## config.mk

```make
export PLATFORM = sky130hd
export DESIGN_NAME = clock_select_sequencer
export DESIGN_NICKNAME = d
export VERILOG_FILES = /design/src/rtl/clock_select_sequencer_pkg.sv /design/src/rtl/clock_select_sequencer_rr_arbiter.sv /design/src/rtl/clock_select_sequencer.sv
export SDC_FILE = /design/constraint.sdc
export NUM_CORES = 1
export LEC_CHECK = 0
export ABC_AREA = 1
export CORE_AREA = 2 2 52 54
export DETAILED_ROUTE_END_ITERATION = 12
export DIE_AREA = 0 0 54 56
export DONT_BUFFER_PORTS = 1
export HOLD_SLACK_MARGIN = 0.1
export PLACE_DENSITY = 0.73
export RECOVER_POWER = 25
export SLEW_MARGIN = 10
export SYNTH_ARGS = -nofsm -noshare
export SYNTH_HDL_FRONTEND = slang
export SYNTH_SLANG_ARGS = --single-unit
export TNS_END_PERCENT = 20
```

## constraint.sdc

```tcl
create_clock -name CLK -period 1.5 [get_ports CLK]
set_input_delay 0.3 -clock CLK [delete_from_list [all_inputs] [get_ports CLK]]
set_output_delay 0.3 -clock CLK [all_outputs]
set_load 0.1 [all_outputs]
```

## src/rtl/clock_select_sequencer_pkg.sv

```systemverilog
// Shared definitions for the clock-select sequencer.
//   - state_t / ST_* : 3-bit sequencer state encoding (7 states)
//   - CLKSEL_A / CLKSEL_B : select values driven to the two-input clock mux
//   - CLKSEL_CW_DEFAULT : default width of the timeout/dwell counter
package clock_select_sequencer_pkg;

    typedef logic [2:0] state_t;

    localparam state_t ST_IDLE         = 3'd0;
    localparam state_t ST_GRANT        = 3'd1;
    localparam state_t ST_ISSUE        = 3'd2;
    localparam state_t ST_WAIT_ASSERT  = 3'd3;
    localparam state_t ST_WAIT_RELEASE = 3'd4;
    localparam state_t ST_DWELL        = 3'd5;
    localparam state_t ST_DONE         = 3'd6;

    localparam logic CLKSEL_A = 1'b1;
    localparam logic CLKSEL_B = 1'b0;

    localparam int CLKSEL_CW_DEFAULT = 8;

endpackage

```

## src/rtl/clock_select_sequencer_rr_arbiter.sv

```systemverilog
// Round-robin priority pick, purely combinational.
//   req   : request vector, NREQ bits
//   ptr   : index with highest priority this round (must be < NREQ)
//   idx   : index of the first set request at or above ptr, wrapping
//   valid : at least one request is set
module rr_arbiter #(
    parameter int NREQ = 2,
    parameter int IW   = 1
) (
    input  logic [NREQ-1:0] req,
    input  logic [IW-1:0]   ptr,
    output logic [IW-1:0]   idx,
    output logic            valid
);

    // Rotating the doubled vector puts the request at ptr in bit 0, so the
    // lowest set bit of the rotated window is the round-robin winner.
    logic [2*NREQ-1:0] rot;
    logic [IW:0]       sum;

    assign rot = {req, req} >> ptr;

    always_comb begin
        idx   = '0;
        valid = 1'b0;
        sum   = '0;
        // Downward scan so the lowest offset is the last (winning) write.
        for (int k = NREQ - 1; k >= 0; k--) begin
            if (rot[k]) begin
                valid = 1'b1;
                sum   = {1'b0, ptr} + (IW + 1)'(k);
                if (sum >= (IW + 1)'(NREQ)) begin
                    sum = sum - (IW + 1)'(NREQ);
                end
                idx = sum[IW-1:0];
            end
        end
    end

endmodule

```

## src/rtl/clock_select_sequencer.sv

```systemverilog
// Clock-select sequencer: arbitrates clock-switch requests round-robin,
// strobes the clock mux select register, tracks the mux output-domain reset
// through assert and release, holds a dwell time, then acknowledges.
//
// Handshake: a requester raises REQ[i] with a stable REQ_SEL[i] and holds
// both until ACK[i] pulses for one cycle; ERR pulses with that ACK if the
// switch was aborted by a reset-tracking timeout. Dropping REQ early does not
// cancel a switch that has already been granted.
//
// Ports:
//   CLK, RST        clock, synchronous active-low reset
//   REQ, REQ_SEL    per-requester request and target (1 = clock A, 0 = clock B)
//   DOMAIN_RST_N    mux output-domain reset, synchronized to CLK
//   ACK, ERR        one-hot completion pulse, abort flag
//   SELECT          select value to the mux (held between strobes)
//   SELECT_ENABLE   one-cycle mux load strobe
//   CUR_SEL         committed selection
//   BUSY            sequencer not idle
//   LOCK, LOCK_BLOCKED  present only when CLKSEL_LOCK_EN is defined:
//                   LOCK=1 holds off new grants; LOCK_BLOCKED flags a
//                   pending request being held off in IDLE.
module clock_select_sequencer
    import clock_select_sequencer_pkg::*;
#(
    parameter int NREQ    = 2,
    parameter int CW      = CLKSEL_CW_DEFAULT,
    parameter int TIMEOUT = 200,
    parameter int DWELL   = 4
) (
    input  logic            CLK,
    input  logic            RST,
    input  logic [NREQ-1:0] REQ,
    input  logic [NREQ-1:0] REQ_SEL,
    input  logic            DOMAIN_RST_N,
`ifdef CLKSEL_LOCK_EN
    input  logic            LOCK,
    output logic            LOCK_BLOCKED,
`endif
    output logic [NREQ-1:0] ACK,
    output logic            ERR,
    output logic            SELECT,
    output logic            SELECT_ENABLE,
    output logic            CUR_SEL,
    output logic            BUSY
);

    localparam int IW = (NREQ > 1) ? $clog2(NREQ) : 1;

    localparam logic [CW-1:0] TIMEOUT_C  = CW'(TIMEOUT);
    // Unused when DWELL == 0: WAIT_RELEASE then bypasses the DWELL state.
    localparam logic [CW-1:0] DWELL_LAST = CW'(DWELL - 1);

    state_t          state;
    logic [IW-1:0]   grant_idx;
    logic            target;
    logic            cur_sel_q;
    logic            select_q;
    logic            err_q;
    logic [IW-1:0]   ptr;
    logic [CW-1:0]   cnt;

    logic [IW-1:0]   win_idx;
    logic            win_valid;
    logic            grant_ok;

    rr_arbiter #(
        .NREQ (NREQ),
        .IW   (IW)
    ) u_arb (
        .req   (REQ),
        .ptr   (ptr),
        .idx   (win_idx),
        .valid (win_valid)
    );

`ifdef CLKSEL_LOCK_EN
    assign grant_ok     = win_valid & ~LOCK;
    assign LOCK_BLOCKED = LOCK & (|REQ) & (state == ST_IDLE);
`else
    assign grant_ok     = win_valid;
`endif

    always_ff @(posedge CLK) begin
        if (!RST) begin
            state     <= ST_IDLE;
            grant_idx <= '0;
            target    <= CLKSEL_B;
            cur_sel_q <= CLKSEL_B;
            select_q  <= CLKSEL_B;
            err_q     <= 1'b0;
            ptr       <= '0;
            cnt       <= '0;
        end else begin
            case (state)
                ST_IDLE: begin
                    if (grant_ok) begin
                        grant_idx <= win_idx;
                        // REQ_SEL is stable while REQ is high, so the target
                        // can be captured together with the winner.
                        target    <= REQ_SEL[win_idx];
                        state     <= ST_GRANT;
                    end
                end
                ST_GRANT: begin
                    if (target == cur_sel_q) begin
                        state <= ST_DONE;
                    end else begin
                        state <= ST_ISSUE;
                    end
                end
                ST_ISSUE: begin
                    // The mux loads its select register on this strobe, so
                    // the new selection is committed here.
                    select_q  <= target;
                    cur_sel_q <= target;
                    cnt       <= '0;
                    state     <= ST_WAIT_ASSERT;
                end
                ST_WAIT_ASSERT: begin
                    if (!DOMAIN_RST_N) begin
                        cnt   <= '0;
                        state <= ST_WAIT_RELEASE;
                    end else if (cnt == TIMEOUT_C) begin
                        err_q <= 1'b1;
                        state <= ST_DONE;
                    end else begin
                        cnt <= cnt + 1'b1;
                    end
                end
                ST_WAIT_RELEASE: begin
                    if (DOMAIN_RST_N) begin
                        cnt   <= '0;
                        state <= (DWELL == 0) ? ST_DONE : ST_DWELL;
                    end else if (cnt == TIMEOUT_C) begin
                        err_q <= 1'b1;
                        state <= ST_DONE;
                    end else begin
                        cnt <= cnt + 1'b1;
                    end
                end
                ST_DWELL: begin
                    if (cnt == DWELL_LAST) begin
                        state <= ST_DONE;
                    end else begin
                        cnt <= cnt + 1'b1;
                    end
                end
                ST_DONE: begin
                    ptr   <= (grant_idx == IW'(NREQ - 1)) ? '0 : grant_idx + 1'b1;
                    err_q <= 1'b0;
                    state <= ST_IDLE;
                end
                default: begin
                    state <= ST_IDLE;
                end
            endcase
        end
    end

    // Outputs decode directly from registered state, so the ACK/ERR and
    // SELECT_ENABLE pulses are exactly one DONE/ISSUE cycle long.
    assign ACK           = (state == ST_DONE) ? (NREQ'(1) << grant_idx) : '0;
    assign ERR           = (state == ST_DONE) & err_q;
    assign SELECT_ENABLE = (state == ST_ISSUE);
    assign SELECT        = (state == ST_ISSUE) ? target : select_q;
    assign CUR_SEL       = cur_sel_q;
    assign BUSY          = (state != ST_IDLE);

endmodule

```

==> out/metrics.yaml <==
status: "finished, violations left"
violations: "negative setup slack"
antenna_cells: 0
routed_via_density: 5.43
vias: 1248
r2r_start: "state[0]"
cp.required_ps: 1200
syn_inst: 182
yosys.area.top_type: "dfxtp_1"
drive_gt1_frac: 0.285
ys_top_cells_by_count: "nand2_1, inv_1, nand3_1, dfxtp_1, nor2_1"
rows: 18
ys_types: 26
slew_headroom: 0.728
antenna_found_initial: 0
synth_most_common_cell: "nand2_1"
leakagePower_nw: 0.672
start_util: 0.479
die_area_sq_um: 3020
ys_seq_elements: 17
synth_area_per_cell_sq_um: 6.41
end_kind: "primary output"
grt_pass1_wl_microns: 5130
holdWs_ps: 99.1
synthFlopType: "dfxtp_1"
synth_top_area_frac: 0.292
p_int_w: 0.00115
cp-startpoint: "state[1]"
cp-endpoint: "SELECT"
grt_max_degree: 12
ys_top_cells_by_area: "dfxtp_1, nand2_1, nand3_1"
cts-root-buf: "clkbuf_4"
pwr-share-clk: 0.116
swShare: 0.518
wl_per_cell_microns: 13.6
area_growth_pct: 28.1
drt_iter0_markers: 73
ant_nets: 0
setup_violations: 4
worst_pin_slew_ps: 408
synth-edff-count: 0
die_x_microns: 54
clk_pin_slew_ps: 120
gr-total-overflow: 0
cpMostUsedCell: "nand2_4"
io_pins: 14
finalCriticalPeriod_ps: 1570
layout.cells.non_filler: 230
arrival_ps: 1270
max-cap-violations: 0
hold_viol_final: 0
seq_area_frac_synth: 0.292
cts_inserted_buffers: 3
dp_hpwl_microns: 2190
post-route-period-util: 1.04
drc: 0
first_global_vias: 1168
synthesis.area_sq_um: 1170
cts_tree: "yes"
path_cells: "buf_6 -> nand2_4 -> clkinvlp_4 -> nand2_4 -> nand2_8"
core_sq_um: 2430
slowest_stage: "dfxtp_4"
combPwrFrac: 0.618
io_buffer_count: 0
rsz0062_at_grt: "true"
slowest_delay_ps: 380
skew_ps: 6.36
timing.fmax_mhz: 638
numPlacedInstances: 218
dr.pass1.iters: 4
power_density_nw_per_um2: 1600
hold_class: "input pin to register"
slew_viol_final: 0
yosys_warnings: 0
vdd_drop_max_uv: 1200
fin_ws_ps: -67.4
worstSetupPathType: "register to primary output"
cts_num_sinks: 17
async_flop_share: 0
max-clock-path-buffers: 2
critPathLaunchType: "register"
gp_congestion: 0.992
grtUsageTotal: 0.221
fin_util: 0.614
r2r_slack_ps: 100
fillers: 214
p_switching_w: 0.00124
nNetsFinal: 210
seq_power_share: 0.266
reg2regPathDepth: 10
die_h_microns: 56
syn-num-nets: 191
htree_levels: 1
clock_latency_ps: 310
path_max_fanout: 4
routed_wl_microns: 3120
timing.rr.end: "cnt[0]"
==> flip-flops by register name, indices dropped and copies added (netlist names) <==
register	flops
grant_idx	1
cnt	8
select_q	1
ptr	1
CUR_SEL	1
err_q	1
state	3
target	1
==> routing by layer <==
metal | global-route usage | share of wire | routed length (microns)
met3 | 0.0726 | 0.066 | 205
met4 | 0.0964 | 0.011 | 35
met2 | 0.310 | 0.48 | 1500
met5 | 0 | 0 | 0
met1 | 0.304 | 0.44 | 1380
==> layout make-up <==
| class | count | area (sq um) | share of cell area |
|---|---|---|---|
| well taps | 30 | 37.5 | 0.0251 |
| clock buffers | 3 | 22.5 | 0.0151 |
| repair buffers | 18 | 195 | 0.131 |
| multi-input cells | 134 | 772 | 0.517 |
| inverters | 27 | 110 | 0.0737 |
| flip-flops and latches | 17 | 352 | 0.235 |
| clock inverters | 1 | 5.00 | 0.00335 |
==> stage by stage <==
stage | total power, W | setup slack [ps] | area [sq um] | TNS (ps)
after floorplan | 0.00167 | -276 | 1230 | -769
after global placement | 0.00194 | 93.2 | 1360 | 0
after detailed placement | 0.00196 | 65.0 | 1360 | 0
after CTS | 0.00234 | -61.8 | 1460 | -170
after global routing | 0.00250 | -107 | 1490 | -372
final | 0.00238 | -67.4 | 1490 | -118
==> power by group through the flow <==
stage | clock, W | sequential, W | combinational [W]
after floorplan | 0 | 0.000594 | 0.00108
after global placement | 0 | 0.000624 | 0.00131
after detailed placement | 0 | 0.000631 | 0.00133
after CTS | 0.000274 | 0.000626 | 0.00144
after global routing | 0.000295 | 0.000642 | 0.00156
final | 0.000277 | 0.000633 | 0.00147
==> worst min-delay path by stage <==
| stage | from | end | slack, ps | depth (start not counted) |
|---|---|---|---|---|
| after floorplan | RST | cnt[4] | 420 | 2 |
| after global placement | RST | cnt[4] | 420 | 2 |
| after detailed placement | RST | cnt[4] | 430 | 2 |
| after CTS | RST | cnt[2] | 100 | 2 |
| after global routing | RST | cnt[2] | 100 | 2 |
| final | RST | cnt[2] | 100 | 2 |
==> kinds of logic (layout without fill, tap and decap cells) <==
logic type      count (synthesis)  in the layout  synth area share
flops                          17             17             0.292
xor+xnor                        1              1           0.00751
simple gates                  108            108             0.453
compound gates                 23             23             0.106
buf+inv                        31             49             0.120
fa+ha+maj                       2              2            0.0215
==> critical path, delay by kind of cell (launching register included) <==
| family | cells | cell delay [ps] |
|---|---|---|
| simple gates | 3 | 320 |
| flops | 1 | 380 |
| buf+inv | 2 | 260 |
==> cell usage in the layout, fill, tap and decap left out <==
cell           instances
a211oi_1               1
a21oi_1               13
a21oi_2                1
a31oi_1                2
buf_12                 4
buf_4                 11
buf_6                  2
clkbuf_4               3
clkinv_2               1
clkinvlp_4             1
dfxtp_1               12
dfxtp_2                3
dfxtp_4                2
dlygate4sd3_1          1
ha_1                   2
inv_1                 19
inv_2                  6
inv_6                  1
nand2_1               50
nand2_2                3
nand2_4                3
nand2_8                1
nand3_1               19
nand3_2                2
nand3_4                3
nand4_1                6
nand4_4                1
nor2_1                 9
nor2_2                 4
nor2_4                 5
o21ai_0                6
or2_1                  2
xor2_1                 1
==> timing repair <==
action / 4_1_cts / 5_1_grt
resized for setup: 10 / 7
setup endpoints to repair: 6 / 16
hold buffers: 1 / 0
buffers inserted: 5 / 2
endpoints found under the hold margin: 2 / 0
pin swaps: 5 / 4
cloned: 0 / 0
Note: power is estimated with default switching activity, not from simulation.
